===== config.mk =====
export PLATFORM = sky130hd
export DESIGN_NAME = uart_rx_framed
export DESIGN_NICKNAME = d
export VERILOG_FILES = /design/src/rtl/uart_pkg.sv /design/src/rtl/uart_rx_sampler.sv /design/src/rtl/uart_rx_framed.sv
export SDC_FILE = /design/constraint.sdc
export NUM_CORES = 1
export LEC_CHECK = 0
export BUFFER_PORTS_ARGS = -buffer_cell sky130_fd_sc_hd__buf_2
export CORE_MARGIN = 5
export CORE_UTILIZATION = 62
export DETAILED_ROUTE_END_ITERATION = 6
export MAX_ROUTING_LAYER = met4
export PLACE_DENSITY_LB_ADDON = 0.05
export REMOVE_ABC_BUFFERS = 1
export SLEW_MARGIN = 10
export SYNTH_ARGS = -nofsm -noshare
export SYNTH_HDL_FRONTEND = slang
export SYNTH_SLANG_ARGS = --single-unit
export TNS_END_PERCENT = 100

===== constraint.sdc =====
create_clock -name i_Clock -period 5.4 [get_ports i_Clock]
set_input_delay 0.54 -clock i_Clock [delete_from_list [all_inputs] [get_ports i_Clock]]
set_output_delay 0.54 -clock i_Clock [all_outputs]
set_load 0.02 [all_outputs]

===== src/rtl/uart_pkg.sv =====
// uart_pkg: receiver state encodings, parity mode constants and legal parameter limits
package uart_pkg;
    typedef enum logic [2:0] {
        S_IDLE,
        S_START,
        S_DATA,
        S_PARITY,
        S_STOP,
        S_WAIT_IDLE
    } state_t;
    localparam int PARITY_NONE = 0;
    localparam int PARITY_EVEN = 1;
    localparam int PARITY_ODD = 2;
    localparam int CPB_MIN = 4;
    localparam int DATA_BITS_MIN = 5;
    localparam int DATA_BITS_MAX = 9;
    localparam int STOP_BITS_MIN = 1;
    localparam int STOP_BITS_MAX = 2;
endpackage


===== src/rtl/uart_rx_sampler.sv =====
// uart_rx_sampler: line synchroniser, per-bit counter and 3-sample majority vote
module uart_rx_sampler #(
    parameter int CLKS_PER_BIT = 16
) (
    input  logic i_Clock,
    input  logic i_Reset_n,
    input  logic i_Rx_Serial,
    input  logic clr,
    output logic rx,
    output logic vote,
    output logic sample_done,
    output logic bit_end
);
    localparam int CW = $clog2(CLKS_PER_BIT);
    localparam int MID = (CLKS_PER_BIT - 1) / 2;
    logic [1:0] sync;
    logic [CW-1:0] cnt;
    logic s_a, s_b, held, maj;
    assign rx = sync[1];
    assign sample_done = cnt == CW'(MID + 1);
    assign bit_end = cnt == CW'(CLKS_PER_BIT - 1);
    assign maj = (s_a & s_b) | (s_a & rx) | (s_b & rx);
    // the vote is live on the third sample and held for the rest of the bit
    assign vote = sample_done ? maj : held;
    always_ff @(posedge i_Clock or negedge i_Reset_n) begin
        if (!i_Reset_n) begin
            sync <= 2'b11;
            cnt <= '0;
            s_a <= 1'b1;
            s_b <= 1'b1;
            held <= 1'b1;
        end else begin
            sync <= {sync[0], i_Rx_Serial};
            cnt <= (clr || bit_end) ? '0 : cnt + CW'(1);
            if (cnt == CW'(MID - 1)) s_a <= rx;
            if (cnt == CW'(MID)) s_b <= rx;
            if (sample_done) held <= maj;
        end
    end
endmodule


===== src/rtl/uart_rx_framed.sv =====
// uart_rx_framed: configurable UART receiver with error/break detection and a one-entry valid/ready output
module uart_rx_framed
    import uart_pkg::*;
#(
    parameter int CLKS_PER_BIT = 16,
    parameter int DATA_BITS = 8,
    parameter int PARITY_MODE = 0,
    parameter int STOP_BITS = 1
) (
    input  logic                 i_Clock,
    input  logic                 i_Reset_n,
    input  logic                 i_Rx_Serial,
    input  logic                 i_Rx_Ready,
    output logic                 o_Rx_Valid,
    output logic [DATA_BITS-1:0] o_Rx_Data,
    output logic                 o_Parity_Err,
    output logic                 o_Frame_Err,
    output logic                 o_Overrun,
    output logic                 o_Break
);
    if (CLKS_PER_BIT < CPB_MIN || DATA_BITS < DATA_BITS_MIN || DATA_BITS > DATA_BITS_MAX ||
        PARITY_MODE < PARITY_NONE || PARITY_MODE > PARITY_ODD ||
        STOP_BITS < STOP_BITS_MIN || STOP_BITS > STOP_BITS_MAX) begin : g_bad_params
        $error("uart_rx_framed: illegal parameter combination");
    end
    state_t state, state_nx;
    logic rx, vote, sample_done, bit_end, clr;
    logic [3:0] idx;
    logic sidx, pbit, perr, ferr, done, brk_det, is_break, load;
    logic [DATA_BITS-1:0] shreg;
    uart_rx_sampler #(.CLKS_PER_BIT(CLKS_PER_BIT)) u_sampler (
        .i_Clock(i_Clock),
        .i_Reset_n(i_Reset_n),
        .i_Rx_Serial(i_Rx_Serial),
        .clr(clr),
        .rx(rx),
        .vote(vote),
        .sample_done(sample_done),
        .bit_end(bit_end)
    );
    assign is_break = ~|shreg && (PARITY_MODE == PARITY_NONE || !pbit) && !vote;
    assign load = done && (!o_Rx_Valid || i_Rx_Ready);
    always_comb begin
        state_nx = state;
        done = 1'b0;
        brk_det = 1'b0;
        case (state)
            S_IDLE: state_nx = rx ? S_IDLE : S_START;
            S_START: state_nx = (sample_done && vote) ? S_IDLE : bit_end ? S_DATA : S_START;
            S_DATA: if (bit_end && idx == 4'(DATA_BITS - 1))
                state_nx = (PARITY_MODE != PARITY_NONE) ? S_PARITY : S_STOP;
            S_PARITY: state_nx = bit_end ? S_STOP : S_PARITY;
            S_STOP: if (sample_done && sidx == 1'(STOP_BITS - 1)) begin
                brk_det = is_break;
                done = !is_break;
                state_nx = is_break ? S_WAIT_IDLE : S_IDLE;
            end
            S_WAIT_IDLE: state_nx = rx ? S_IDLE : S_WAIT_IDLE;
            default: state_nx = S_IDLE;
        endcase
        // bit timing restarts whenever the receiver goes back to waiting for a start edge
        clr = state_nx == S_IDLE || state_nx == S_WAIT_IDLE;
    end
    always_ff @(posedge i_Clock or negedge i_Reset_n) begin
        if (!i_Reset_n) begin
            state <= S_IDLE;
            idx <= '0;
            sidx <= 1'b0;
            pbit <= 1'b0;
            perr <= 1'b0;
            ferr <= 1'b0;
            shreg <= '0;
        end else begin
            state <= state_nx;
            if (state == S_IDLE) begin
                idx <= '0;
                sidx <= 1'b0;
                pbit <= 1'b0;
                perr <= 1'b0;
                ferr <= 1'b0;
            end
            if (state == S_DATA && bit_end) begin
                shreg <= {vote, shreg[DATA_BITS-1:1]};
                idx <= idx + 4'd1;
            end
            if (state == S_PARITY && sample_done) begin
                pbit <= vote;
                perr <= vote != (^shreg ^ (PARITY_MODE == PARITY_ODD));
            end
            if (state == S_STOP && sample_done && !vote) ferr <= 1'b1;
            if (state == S_STOP && bit_end) sidx <= 1'b1;
        end
    end
    always_ff @(posedge i_Clock or negedge i_Reset_n) begin
        if (!i_Reset_n) begin
            o_Rx_Valid <= 1'b0;
            o_Rx_Data <= '0;
            o_Parity_Err <= 1'b0;
            o_Frame_Err <= 1'b0;
            o_Overrun <= 1'b0;
            o_Break <= 1'b0;
        end else begin
            o_Rx_Valid <= load || (o_Rx_Valid && !i_Rx_Ready);
            if (load) begin
                o_Rx_Data <= shreg;
                o_Parity_Err <= perr;
                o_Frame_Err <= ferr || !vote;
            end
            o_Overrun <= (done && !load) ? 1'b1 : (o_Rx_Valid && i_Rx_Ready) ? 1'b0 : o_Overrun;
            o_Break <= brk_det;
        end
    end
endmodule


== Word-level counts from Yosys, hierarchy flattened ==
Cells that the tools add are included.
Widths: inputs -> output; s select.
Operators by class
  $add $sub $neg: 2
  equal/unequal tests: 12
  multiplexer cells: 23
  bitwise gates (word level): 6
  reductions and logical operators: 33
Operators by type and width (number)
  $pmux 3 s6: 1
  $mux 3: 5
  $logic_and 1x1->1: 13
  $eq 4x3->1 const B: 3
  $mux 1: 12
  $mux 4: 3
  $reduce_bool 2->1: 5
  $eq 3x3->1 const B: 3
  $add 4x1->4 const B: 2
  $eq 4x4->1 const B: 2
  $reduce_or 8->1: 1
  $reduce_xor 8->1: 1
  $eq 3x2->1 const B: 2
  $logic_not 1->1: 6
  $logic_not 3->1: 2
  $logic_or 1x1->1: 5
  $mux 2: 2
  $and 1x1->1: 3
  $eq 3x1->1 const B: 1
  $or 1x1->1: 2
  $ne 1x1->1: 1
  $not 1->1: 1
Word-level totals
  register bits: 40
  bits of input ports: 4
  output and inout bits: 13
  word-level logic and storage cells: 93

== Longest topological paths before layout ==
  depth in word-level cells: 13
  gate-level depth with buffers: 8
  gate-level depth less buffers: 7

== Cells and area by module ==
Synthesis repeated with hierarchy kept, for this count alone.
Second synthesis, totals
  cells, all modules: 177
  area, all modules: 1975.6 um2
Modules (own cells, without submodules)
  uart_rx_framed: times used 1, cells an instance 145, area each 1572.8 um2, seq. area each 775.7 um2
  uart_rx_sampler: times used 1, cells an instance 32, area each 402.9 um2, seq. area each 231.5 um2

== Worst setup path before layout ==
Ideal clock, no wire load.
  path kind: reg2reg
  start: register u_sampler.cnt[0]
  end: register u_sampler.cnt[0]
  library setup time: 0.129 ns
  arrival time: 1.583 ns
  required time: 5.271 ns
  slack: 3.688 ns
  stages on the path, launching flop included: 8
  path buffers: 0
  clock period less this slack: 1.712 ns
  path through: dfrtp_1 inv_1 ha_1 and3b_1 a311oi_1 or3_1 o21ai_2 a211oi_1
Between the ends
  longest elaborated chain between the ends: 11
  elaborated cells on any way between the ends: 21
  those cells by class: 1 x add/sub; 3 x eq/ne; 9 x mux; 8 x reduce/logical
Ends and longest elaborated chain
  from (decl): RTL line uart_rx_sampler.sv:17  | logic [CW-1:0] cnt;
  from (signal assigned): RTL line uart_rx_sampler.sv:34  | cnt <= (clr || bit_end) ? '0 : cnt + CW'(1);
  $eq 4x4->1: RTL line uart_rx_sampler.sv:20  | assign sample_done = cnt == CW'(MID + 1);
  $mux 1
  $logic_not 1->1: RTL line uart_rx_framed.sv:41  | assign is_break = ~|shreg && (PARITY_MODE == PARITY_NONE || !pbit) && !vote;
  $logic_and 1x1->1: RTL line uart_rx_framed.sv:41
  $mux 3: RTL line uart_rx_framed.sv:56  | state_nx = is_break ? S_WAIT_IDLE : S_IDLE;
  $mux 3: RTL line uart_rx_framed.sv:53  | S_STOP: if (sample_done && sidx == 1'(STOP_BITS - 1)) begin
  $pmux 3 s6: RTL line uart_rx_framed.sv:47  | case (state)
  $eq 3x3->1 or $logic_not 3->1 (tied branches): RTL line uart_rx_framed.sv:62  | clr = state_nx == S_IDLE || state_nx == S_WAIT_IDLE;
  $logic_or 1x1->1: RTL line uart_rx_framed.sv:62
  $logic_or 1x1->1: RTL line uart_rx_sampler.sv:34
  $mux 4 *: RTL line uart_rx_sampler.sv:34
Every way passes the cells marked *; elsewhere a longest branch is shown, timed or not.
A chain may end at the register's enable or synchronous reset.

== Worst setup path in the final report ==
  start: register u_sampler.cnt[1]
  end: register idx[3]
Between the ends
  longest elaborated chain between the ends: 3
  elaborated cells on any way between the ends: 4
  those cells by class: 1 x eq/ne; 1 x mux; 2 x reduce/logical
Ends and longest elaborated chain
  $eq 4x4->1 *: RTL line uart_rx_sampler.sv:21  | assign bit_end = cnt == CW'(CLKS_PER_BIT - 1);
  $logic_and 1x1->1 *: RTL line uart_rx_framed.sv:82  | if (state == S_DATA && bit_end) begin
  $mux 4 or $reduce_bool 2->1 (tied branches)
  to (signal assigned): RTL line uart_rx_framed.sv:84  | idx <= idx + 4'd1;
  to (decl): RTL line uart_rx_framed.sv:28  | logic [3:0] idx;
Marked as above.

==> results.md <==
- Outcome: complete, no violations
- # H-tree levels: 2
- Required @ worst endpoint: 5630 ps
- Hold Vio Cnt, Final: 0
- Number of DRC markers in iteration 0: 66
- Maximum single-stage delay on the critical path: 800 ps
- First drt pass iteration count: 4
- Cell Area, Synth: 1888 um2
- Leakage power total: 0.9417 nW
- Die height: 65.19 um
- Ranking of synthesized cells by area: dfrtp_1 46%, dfstp_2 7.0%, o21ai_0 6.1%
- Reported max-cap violation count: 0
- First-pass GRT wire length: 6203 um
- Count of endpoints failing setup in the final report: 0
- Largest buffer count on any clock path: 2
- Area share of and/or/nand/nor cells after synthesis: 0.1663
- Actual slew at the worst max-slew pin: 943.9 ps
- Final Max Slew Viols: 0
- Synthesized flop and latch total: 40
- Clock slew seen by the registers of the worst setup and hold paths: 110 ps
- Cell chosen for the clock root: clkbuf_4
- Final critical-path share of the clock period: 0.4271
- Type of element capturing the critical path: flip-flop
- Setup repair bufs after CTS: 0
- Top post-synthesis cells by count: 35 x dfrtp_1, 25 x nand2_1, 23 x o21ai_0, 15 x inv_1, 10 x nor2_1
- Quantity of gates resized following cts: 0
- Global-route congestion overflow total: 0
- Total detailed-routing wirelength: 3494 um
- Post-Syn Area per Cell: 10.37 um2
- Synthesized-area fraction occupied by xor and xnor cells: 0.02319
- Vias after detailed routing: 1345
- Endpoint arrival time on the critical path: 2530 ps
- Number of different library cells in the post-synthesis netlist: 43
- Cell with the most instances after synthesis: dfrtp_1
- Routability congestion estimate: 0.8280
- Peak VDD IR: 0.0001864 V
- Top_reg_cell synth: dfrtp_1
- Count of antenna diodes in the layout: 0
- Vias in the first global route: 1333
- Post-place instance area: 1982 um2
- Number of fill cells in the layout: 236
- Compound-Gate Fraction of Synth Area: 0.1557
- Classification of the worst setup path: reg2reg
- Clk sink count: 40
- FFs w/ async S/R, synth: 1.000
- Number of buffers created by CTS: 5
- Clock insertion delay at the later pin of the skew report: 350 ps
- Share of post-route cells with drive strength above 1: 0.1940
- Synth Warn #: 0
- Clock tree from TritonCTS: done
- Site Rows: 20
- Cell count after synthesis: 182
- Layout overhead on the synthesized area: 7.621%
- Final #Nets: 212
- Post-route minimum period: 2306 ps
- Dominant combinational cell family by area after synthesis: simple AND/OR/NAND/NOR gates
- Antenna Violating Nets Remaining: 0
- Max-slew headroom: 0.3673
- Core box area: 2978 um2
- Dpl hpwl: 2587 um
- Share of the synthesized area in the top cell type: 0.4639
- Slowest-stage cell, CP: nor3_2
- Average detailed-routed wire length per instance: 14.93 um
- Input/output buffers: 16
- Multiplexer share of the synthesized area: 0.01789
- Die area: 4249 um2
- Critical Path Source Type: flip-flop
- Area occupied by multi-input gates: 797.0 um2
- Effective utilization at floorplan: 0.6340
- Number of synthesized flops with an enable pin: 0
- Post-detailed-route DRC marker count: 0
- Final clock skew: 7.521 ps
- Hold buffer count at CTS: 0
- Num ports: 17
- Max frequency: 0.4336 GHz
- Max FO, Critical Path: 19
- Adder-cell share of the synthesized area: 0.05898
- Power density normalized to cell area: 356.4 nW/um2
- DIE WIDTH: 65.19 um
- Post-synthesis sequential area ratio: 0.5335
- Number of antenna violations at the first check in global routing: 0
- Hold Crit Class: in2async
- Unrepaired setup endpoints after global routing: no
- Top cell type by total area after synthesis: dfrtp_1
- CP dominant cell by count: o21ai_0
- Ratio of routed vias to standard cells: 5.748
- Area used by sequential logic in the layout: 1007 um2
- Total GRT Usage: 0.1983
- Maximum number of pins on one net before global-route repair: 41
- Final core utilization: 0.6824
- Cell-by-cell listing of the critical path: ha_1, nand3_1, nor3_2, nor2_1, o21ai_0, o21ai_0
- Total Neg Setup Slack: 0 ps
- Design area: 2032 um2
-- state kept, by name, indices dropped and copies added (netlist names) --
signal	cells
o_Rx_Data	8
shreg	8
idx	4
u_sampler.cnt	4
state	3
u_sampler.sync	2
ferr	1
o_Break	1
o_Frame_Err	1
o_Overrun	1
o_Parity_Err	1
o_Rx_Valid	1
perr	1
sidx	1
u_sampler.held	1
u_sampler.s_a	1
u_sampler.s_b	1
-- placed cells by master, fill, tap and decap left out, types with 2 or more instances in the layout --
master	synthesis	final
nand4_1	2	2
or3_1	2	2
nand2b_1	4	4
nand3b_1	2	2
mux2_2	3	3
clkbuf_4	0	5
o21ai_0	23	23
a21oi_1	8	8
inv_1	15	15
nor2_1	10	10
xnor2_1	5	5
nand2_1	25	25
o31ai_1	2	2
clkbuf_1	0	2
buf_2	4	16
nor3_1	2	2
ha_1	8	8
dfstp_2	5	5
a211oi_1	2	2
dfrtp_1	35	35
-- final cells by class --
cell class | instances | area share
Clock buffer | 7 | 0.02217
Clock inverter | 1 | 0.002463
Inverter | 15 | 0.02771
Multi-Input combinational cell | 122 | 0.3922
Sequential cell | 40 | 0.4957
Tap cell | 33 | 0.02032
Timing Repair Buffer | 16 | 0.03941
-- where the power goes --
part	switching, mW	internal (mW)
combinational	0.107	0.0778
clock	0.0918	0.0508
sequential	0.0530	0.344
-- worst paths after layout --
path                              startpoint                end  cells after the start  slack, ps
setup / recovery            u_sampler.cnt[1]             idx[3]                      6       3090
hold / removal                     i_Reset_n       o_Rx_Data[0]                      1        280
setup reg to reg            u_sampler.cnt[1]             idx[3]                      6       3090
hold reg to reg            u_sampler.sync[0]  u_sampler.sync[1]                      0        360
max in group asynchronous          i_Reset_n           shreg[7]                      1       4580
min in group i_Clock             i_Rx_Serial  u_sampler.sync[0]                      1        280
-- layer usage --
metal  wire length [um]  part of all wire  up-vias  track usage
met2               1639              0.47       34       0.3009
li1                   -                 -      661            -
met3                155             0.044       10      0.05983
met5                  0                 0        -            -
met4                 72             0.021        0      0.07513
met1               1626              0.47      640       0.2517
-- stage by stage --
| step | cells | setup slack, ps | power, mW | hold WS [ps] |
|---|---|---|---|---|
| 3_3_place_gp | 226 | 3380 | 0.5718 | 345.4 |
| 6_report | 234 | 3094 | 0.7241 | 279.2 |
| 5_1_grt | 234 | 2905 | 0.7771 | 257.5 |
| 2_1_floorplan | 177 | 3609 | 0.5319 | 244.4 |
| 3_5_place_dp | 226 | 3155 | 0.5860 | 348.9 |
| 4_1_cts | 234 | 3127 | 0.7243 | 277.7 |
-- cells by family after synthesis --
kind of cell	Yosys count
compound gates	46
xor+xnor	5
fa+ha+maj	9
buf+inv	20
flops	40
mux	3
simple gates	59
-- worst max-delay path, delay by kind of cell (launching register included) --
family | cells | cell delay [ps]
and+or+nand+nor | 3 | 1160
DFF | 1 | 400
AOI/OAI and AO/OA | 2 | 370
adders and majority gates | 1 | 260
Note: power is estimated with default switching activity, not from simulation.
